===== src/rtl/serial_frame_rx.sv =====
// Serial frame receiver: start bit 1, DATA_W data bits LSB first, stop bit 0,
// with a small FIFO of received frames and error/overflow reporting.
module serial_frame_rx #(
  parameter int DATA_W = 8,
  parameter int DEPTH  = 2
) (
  input  logic              clk,
  input  logic              reset,
  input  logic              din,
  output logic [DATA_W-1:0] dout,
  output logic              dout_valid,
  input  logic              dout_ready,
  output logic              frame_err,
  output logic              overflow
);

  localparam int IDX_W = (DATA_W > 1) ? $clog2(DATA_W) : 1;
  localparam int PTR_W = $clog2(DEPTH);
  localparam int CNT_W = $clog2(DEPTH + 1);
  localparam logic [IDX_W-1:0] LAST_IDX = IDX_W'(DATA_W - 1);
  localparam logic [PTR_W-1:0] LAST_PTR = PTR_W'(DEPTH - 1);
  localparam logic [CNT_W-1:0] FULL_CNT = CNT_W'(DEPTH);

  typedef enum logic [1:0] {IDLE, SHIFT, STOP} state_t;

  state_t            r_state;
  logic [IDX_W-1:0]  r_bitIdx;
  logic [DATA_W-1:0] r_shift;
  logic [DATA_W-1:0] r_mem [DEPTH];
  logic [PTR_W-1:0]  r_wrPtr;
  logic [PTR_W-1:0]  r_rdPtr;
  logic [CNT_W-1:0]  r_count;
  logic              r_frameErr;
  logic              r_overflow;

  logic w_pop;
  logic w_full;
  logic w_push;
  logic w_drop;

  assign w_pop  = (r_count != '0) && dout_ready;
  assign w_full = (r_count == FULL_CNT);
  // A full buffer can still accept a frame when the consumer frees a slot on the same edge.
  assign w_push = (r_state == STOP) && !din && (!w_full || w_pop);
  assign w_drop = (r_state == STOP) && !din && w_full && !w_pop;

  always_ff @(posedge clk) begin
    if (reset) begin
      r_state    <= IDLE;
      r_bitIdx   <= '0;
      r_shift    <= '0;
      r_frameErr <= 1'b0;
      r_overflow <= 1'b0;
    end else begin
      r_frameErr <= 1'b0;
      case (r_state)
        IDLE: begin
          r_bitIdx <= '0;
          if (din) r_state <= SHIFT;
        end
        SHIFT: begin
          r_shift  <= {din, r_shift[DATA_W-1:1]};
          r_bitIdx <= r_bitIdx + IDX_W'(1);
          if (r_bitIdx == LAST_IDX) r_state <= STOP;
        end
        STOP: begin
          r_state <= IDLE;
          if (din) r_frameErr <= 1'b1;
          if (w_drop) r_overflow <= 1'b1;
        end
        default: r_state <= IDLE;
      endcase
    end
  end

  always_ff @(posedge clk) begin
    if (reset) begin
      for (int i = 0; i < DEPTH; i++) r_mem[i] <= '0;
      r_wrPtr <= '0;
      r_rdPtr <= '0;
      r_count <= '0;
    end else begin
      if (w_push) begin
        r_mem[r_wrPtr] <= r_shift;
        r_wrPtr <= (r_wrPtr == LAST_PTR) ? '0 : r_wrPtr + PTR_W'(1);
      end
      if (w_pop) begin
        r_rdPtr <= (r_rdPtr == LAST_PTR) ? '0 : r_rdPtr + PTR_W'(1);
      end
      case ({w_push, w_pop})
        2'b10:   r_count <= r_count + CNT_W'(1);
        2'b01:   r_count <= r_count - CNT_W'(1);
        default: r_count <= r_count;
      endcase
    end
  end

  assign dout       = r_mem[r_rdPtr];
  assign dout_valid = (r_count != '0);
  assign frame_err  = r_frameErr;
  assign overflow   = r_overflow;

endmodule


===== config.mk =====
export PLATFORM = sky130hd
export DESIGN_NAME = serial_frame_rx
export DESIGN_NICKNAME = d
export VERILOG_FILES = /design/src/rtl/serial_frame_rx.sv
export SDC_FILE = /design/constraint.sdc
export NUM_CORES = 1
export LEC_CHECK = 0
export BUFFER_PORTS_ARGS = -buffer_cell sky130_fd_sc_hd__clkbuf_2
export CORE_MARGIN = 3
export CORE_UTILIZATION = 25
export DETAILED_ROUTE_END_ITERATION = 7
export REMOVE_ABC_BUFFERS = 1
export SYNTH_ARGS = -nofsm -noshare
export SYNTH_HDL_FRONTEND = slang
export SYNTH_SLANG_ARGS = --single-unit
export TNS_END_PERCENT = 100

===== constraint.sdc =====
create_clock -name clk -period 2.2 [get_ports clk]
set_input_delay 0.22 -clock clk [delete_from_list [all_inputs] [get_ports clk]]
set_output_delay 0.22 -clock clk [all_outputs]
set_load 0.02 [all_outputs]

# --- After elaboration in Yosys (flattened, before gate mapping) ---
# Memories as Yosys holds them, arrays and structs flattened. A register that Yosys moved wholly into a read port is not among the register bits.
# Cells that the tools add are included.
word_totals:
  mem_bits_rw: 16
  inputBits: 4
  memories: 1
  wordCells: 58
  reg_bits: 19
op_classes:
  reduce_logical: 17
  n_mux: 18
  add_sub_neg: 5
  eq_ne: 8
  bitwise_logic: 1
mem_list:
  columns: ["memory", "depth", "width", "read_ports", "rd_clocked_by_memory_dff", "write_ports", "line", "rtl"]
  rows:
  - ["r_mem", 2, 8, 1, 1, 2, "29", "logic [DATA_W-1:0] r_mem [DEPTH];"]
op_table:
  columns: ["operator", "count"]
  rows:
  - ["2-to-1 mux 1 bit", 12]
  - ["2-to-1 mux 8 bit", 1]
  - ["one-hot mux 2 bit (2 select lines)", 2]
  - ["OR reduction 8 bit", 1]
  - ["equality test 2 bit, second input constant", 3]
  - ["one-hot mux 3 bit (2 select lines)", 1]
  - ["nonzero test 2 bit", 3]
  - ["logical AND 1 bit", 5]
  - ["equality test 2 x 1 -> 1 bit, second input constant", 2]
  - ["2-to-1 mux 2 bit", 2]
  - ["inequality test 2 bit, second input constant", 2]
  - ["AND reduction 2 bit", 2]
  - ["adder 3 x 1 -> 3 bit, second input constant", 1]
  - ["equality test 3 bit, second input constant", 1]
  - ["logical NOT 1 bit", 3]
  - ["adder 1 bit, second input constant", 2]
  - ["adder 2 x 1 -> 2 bit, second input constant", 1]
  - ["logical NOT 2 bit", 1]
  - ["OR reduction 2 bit", 1]
  - ["subtractor 2 x 1 -> 2 bit, second input constant", 1]
  - ["logical OR 1 bit", 1]
  - ["NOT 1 bit", 1]

# --- Depth between registers and ports, before layout ---
depth:
  ltp_word: 9
  mapped_depth: 8

# --- Least setup slack after synthesis ---
# Ideal clock, no wire load.
synth_path:
  path_type: "reg-to-reg"
  from: "reg r_state[1]"
  to: "reg r_count[1]"
  arrival_time_ps: 1654
  stages_incl_launch_ff: 8
  path_slack_ps: 475
  required_time_ps: 2129
  period_less_slack_ps: 1725
  cell_sequence: "dfxtp_1 nor3b_2 nor2b_2 buf_6 inv_2 ha_1 or3_1 a21oi_1"
synth_between:
  elab_chain_cells: 5
  word_cells_on_any_way: 7
  classes_between: "eq/ne (3); mux (1); reduce/logical (3)"
synth_rtl:
  columns: ["item", "line", "rtl"]
  rows:
  - ["from (decl)", "26", "state_t r_state;"]
  - ["from (signal assigned)", "49", "r_state <= IDLE;"]
  - ["from (signal assigned)", "59", "if (din) r_state <= SHIFT;"]
  - ["from (signal assigned)", "64", "if (r_bitIdx == LAST_IDX) r_state <= STOP;"]
  - ["equality test 2 bit (*)", "44", "assign w_push = (r_state == STOP) && !din && (!w_full || w_pop);"]
  - ["logical AND 1 bit (*) (2 in a row)", "44", null]
  - ["equality test 2 x 1 -> 1 bit / equality test 2 bit (equally long branches)", "90", "case ({w_push, w_pop})"]
  - ["one-hot mux 2 bit (2 select lines) / nonzero test 2 bit (equally long branches)", null, null]
  - ["to (signal assigned)", "91", "2'b10: r_count <= r_count + CNT_W'(1);"]
  - ["to (signal assigned)", "92", "2'b01: r_count <= r_count - CNT_W'(1);"]
  - ["to (signal assigned)", "93", "default: r_count <= r_count;"]
  - ["to (decl)", "32", "logic [CNT_W-1:0] r_count;"]
# Every way passes the cells marked *; elsewhere a longest branch is shown, timed or not.
# A chain may end at the register's enable or synchronous reset.

# --- Final worst setup path ---
# Ends and elaborated chain as after synthesis.

==> impl_metrics.py <==
metrics = {
    "grt": {
        "grt_antenna_before_repair": 0,
        "use_met1": 0.101,
        "overflow": 0,
        "met3_usage": 0.0377,
        "grt_usage": 0.0796,
        "grt_pass1_wl_um": 4330,
        "met2_usage": 0.116,
        "grt_busiest_layer": "met2",
        "grt_max_degree": 24,
        "grt_pass1_vias": 949,
    },
    "detailed_routing": {
        "drc_errors": 0,
        "routedWlPerCell_um": 11.6,
        "vias": 949,
        "drt_first_pass_iters": 4,
        "wirelength_um": 2520,
        "drtIter0Drc": 39,
        "ant_nets": 0,
        "via_per_inst": 4.37,
    },
    "pwr": {
        "ir_drop_uv": 300,
        "power_density_mw_per_mm2": 712,
        "power_frac_clock": 0.362,
        "swShare": 0.213,
        "leakagePower_uw": 0.000692,
        "internal_power_uw": 946,
        "power.switching_uw": 256,
        "comb_power_share": 0.041,
        "p_seq_frac": 0.597,
    },
    "synthesis": {
        "synth_seq_area_share": 0.597,
        "yosysTopAreaCell": "edfxtp_1",
        "synth_cells": 129,
        "ys_types": 30,
        "ys_warn_count": 0,
        "synth_top_area_share": 0.325,
        "synth_area_leaders": "edfxtp_1 (33%), dfxtp_1 (27%), and3_1 (6.8%)",
        "synth-seq-cells": 36,
        "synth_area_mm2": 0.00148,
        "avgSynthCellArea_um2": 11.4,
    },
    "run_status": {
        "status": "complete, no violations",
    },
    "critical_path": {
        "ff2ff_setup_slack_ns": 0.40,
        "critPathMaxStageDelay_ns": 0.43,
        "cp_max_fo": 8,
        "crit_chain": "nor3b_2 -> nor2b_2 -> inv_2 -> ha_1 -> or3_1 -> a21oi_1",
        "crit_required_ns": 2.41,
        "slowest_stage": "dfxtp_1",
        "criticalPathCategory": "register to register",
        "cp-start-kind": "register",
        "worst_ep_arrival_time_ns": 2.01,
        "end_kind": "register",
    },
    "floorplan": {
        "rows": 27,
        "dieHeight_um": 82.9,
        "core_mm2": 0.00561,
        "die_x_um": 82.9,
        "initial_core_util": 0.263,
        "io_pins": 15,
        "die_area_mm2": 0.00686,
    },
    "timing": {
        "setup_tns_ns": 0,
        "fin_skew_ns": 0.00476,
        "rsz0062_at_grt": "no",
        "period_minus_slack_ns": 1.80,
        "final_max_slew_viol_count": 0,
        "worstMarginPinSlew_ns": 0.464,
        "fmax_mhz": 555,
        "max-slew-margin-rel": 0.689,
        "finalSetupViolCount": 0,
        "post-route-period-util": 0.820,
        "hold_violations": 0,
    },
    "clock_tree": {
        "postCtsSetupBuffers": 0,
        "cts_sinks": 36,
        "cts_hold_buf": 0,
        "cts_resized": 0,
        "cts_tree": "built",
        "cts_made_buffers": 5,
        "clockRootBuffer": "clkbuf_8",
        "clock_latency_ns": 0.28,
        "clockBufferDepth": 2,
        "htree_levels": 2,
        "clk_pin_slew_ns": 0.07,
    },
    "job": {
        "drv_cap": 0,
    },
    "placement": {
        "io_buffers": 14,
        "place_congestion": 0.725,
        "dp_hpwl_um": 1710,
    },
    "final_layout": {
        "layout_commonest_cell": "dfxtp_1",
        "layout_common_cells": "dfxtp_1 (20), and3_1 (16), nand2_1 (16), edfxtp_1 (16), clkbuf_2 (14)",
        "synthToLayoutAreaGrowth_pct": 14.2,
        "drive_above_1_share": 0.228,
        "diodes": 0,
        "nNetsFinal": 151,
        "final_util": 0.301,
    },
    "min_path": {
        "hold_path.class": "primary input to register",
    },
}
[power by group through the flow]
| stage | clock, uW | sequential [uW] | combinational (uW) |
|---|---|---|---|
| after floorplan | 0 | 730 | 29.9 |
| after global placement | 0 | 732 | 49.8 |
| after detailed placement | 0 | 733 | 50.8 |
| after CTS | 451 | 718 | 50.9 |
| after global routing | 483 | 719 | 55.6 |
| final | 435 | 718 | 49.5 |
[layout make-up]
class                      count  area, um^2
sequential                    36         881
timing repair buffer          15        77.6
multi-input combinational     84         551
clock inverter                 1        3.75
tap                           72        90.1
fill                         606        3920
clock buffer                   7        76.3
inverter                       2        7.51
[critical path, delay by kind of cell (launching register included)]
family	cells	cell delay (ns)
buffers and inverters	1	0.06
AOI/OAI and AO/OA	1	0.14
and+or+nand+nor	3	0.79
DFF	1	0.43
adders and majority gates	1	0.31
[kinds of logic (layout without fill, tap and decap cells)]
| family | Yosys count | count (layout) | synth area share |
|---|---|---|---|
| adders and majority gates | 3 | 3 | 0.0254 |
| and+or+nand+nor | 51 | 51 | 0.183 |
| AOI/OAI and AO/OA | 17 | 17 | 0.0686 |
| buffers and inverters | 9 | 25 | 0.0305 |
| xor gates and xnor gates | 3 | 3 | 0.0178 |
| DFF | 36 | 36 | 0.597 |
| muxes | 10 | 10 | 0.0780 |
[metrics by stage]
step / cells / hold slack, ns / total power, uW / cell area (um^2) / setup WS, ns
2_1_floorplan: 122 / 0.289 / 760 / 1440 / 0.317
3_3_place_gp: 209 / 0.465 / 782 / 1610 / 0.438
3_5_place_dp: 209 / 0.472 / 784 / 1610 / 0.394
4_1_cts: 217 / 0.205 / 1220 / 1690 / 0.371
5_1_grt: 217 / 0.206 / 1260 / 1690 / 0.201
6_report: 217 / 0.215 / 1200 / 1690 / 0.397
[worst paths after layout]
kind                end  cells after the start       start
min          r_shift[7]                      3         din
min reg2reg  r_shift[0]                      2  r_shift[0]
max reg2reg  r_count[1]                      6  r_state[1]
max          r_count[1]                      6  r_state[1]
[registers in the layout (all words and copies together) (netlist names), named ones only]
name	flops
r_mem	16
r_shift	8
r_bitIdx	3
r_count	2
r_state	2
frame_err	1
overflow	1
r_rdPtr	1
r_wrPtr	1
[cells in the mapped netlist]
master / n
xnor2_1: 2
ha_1: 3
inv_1: 1
a2111oi_0: 1
edfxtp_1: 16
buf_4: 1
or2_2: 1
nor3b_2: 1
nor4bb_1: 1
nor2b_2: 1
nand2b_1: 1
nand2_1: 16
buf_6: 1
mux2_4: 1
nor2_1: 10
nor3b_1: 2
dfxtp_1: 20
and3_1: 16
or3_1: 1
clkbuf_1: 5
inv_2: 1
mux2i_1: 1
a21o_1: 2
xor2_1: 1
a22oi_1: 2
o21ai_0: 1
mux2_2: 8
o21a_1: 1
and2b_1: 1
a21oi_1: 10
[routing by layer]
layer | up-vias | routed length, um | share of wire
met5 | - | 0 | 0
met4 | 0 | 38 | 0.015
met3 | 5 | 135 | 0.054
met2 | 16 | 1130 | 0.45
met1 | 444 | 1220 | 0.48
li1 | 484 | - | -
Note: power is estimated with default switching activity, not from simulation.
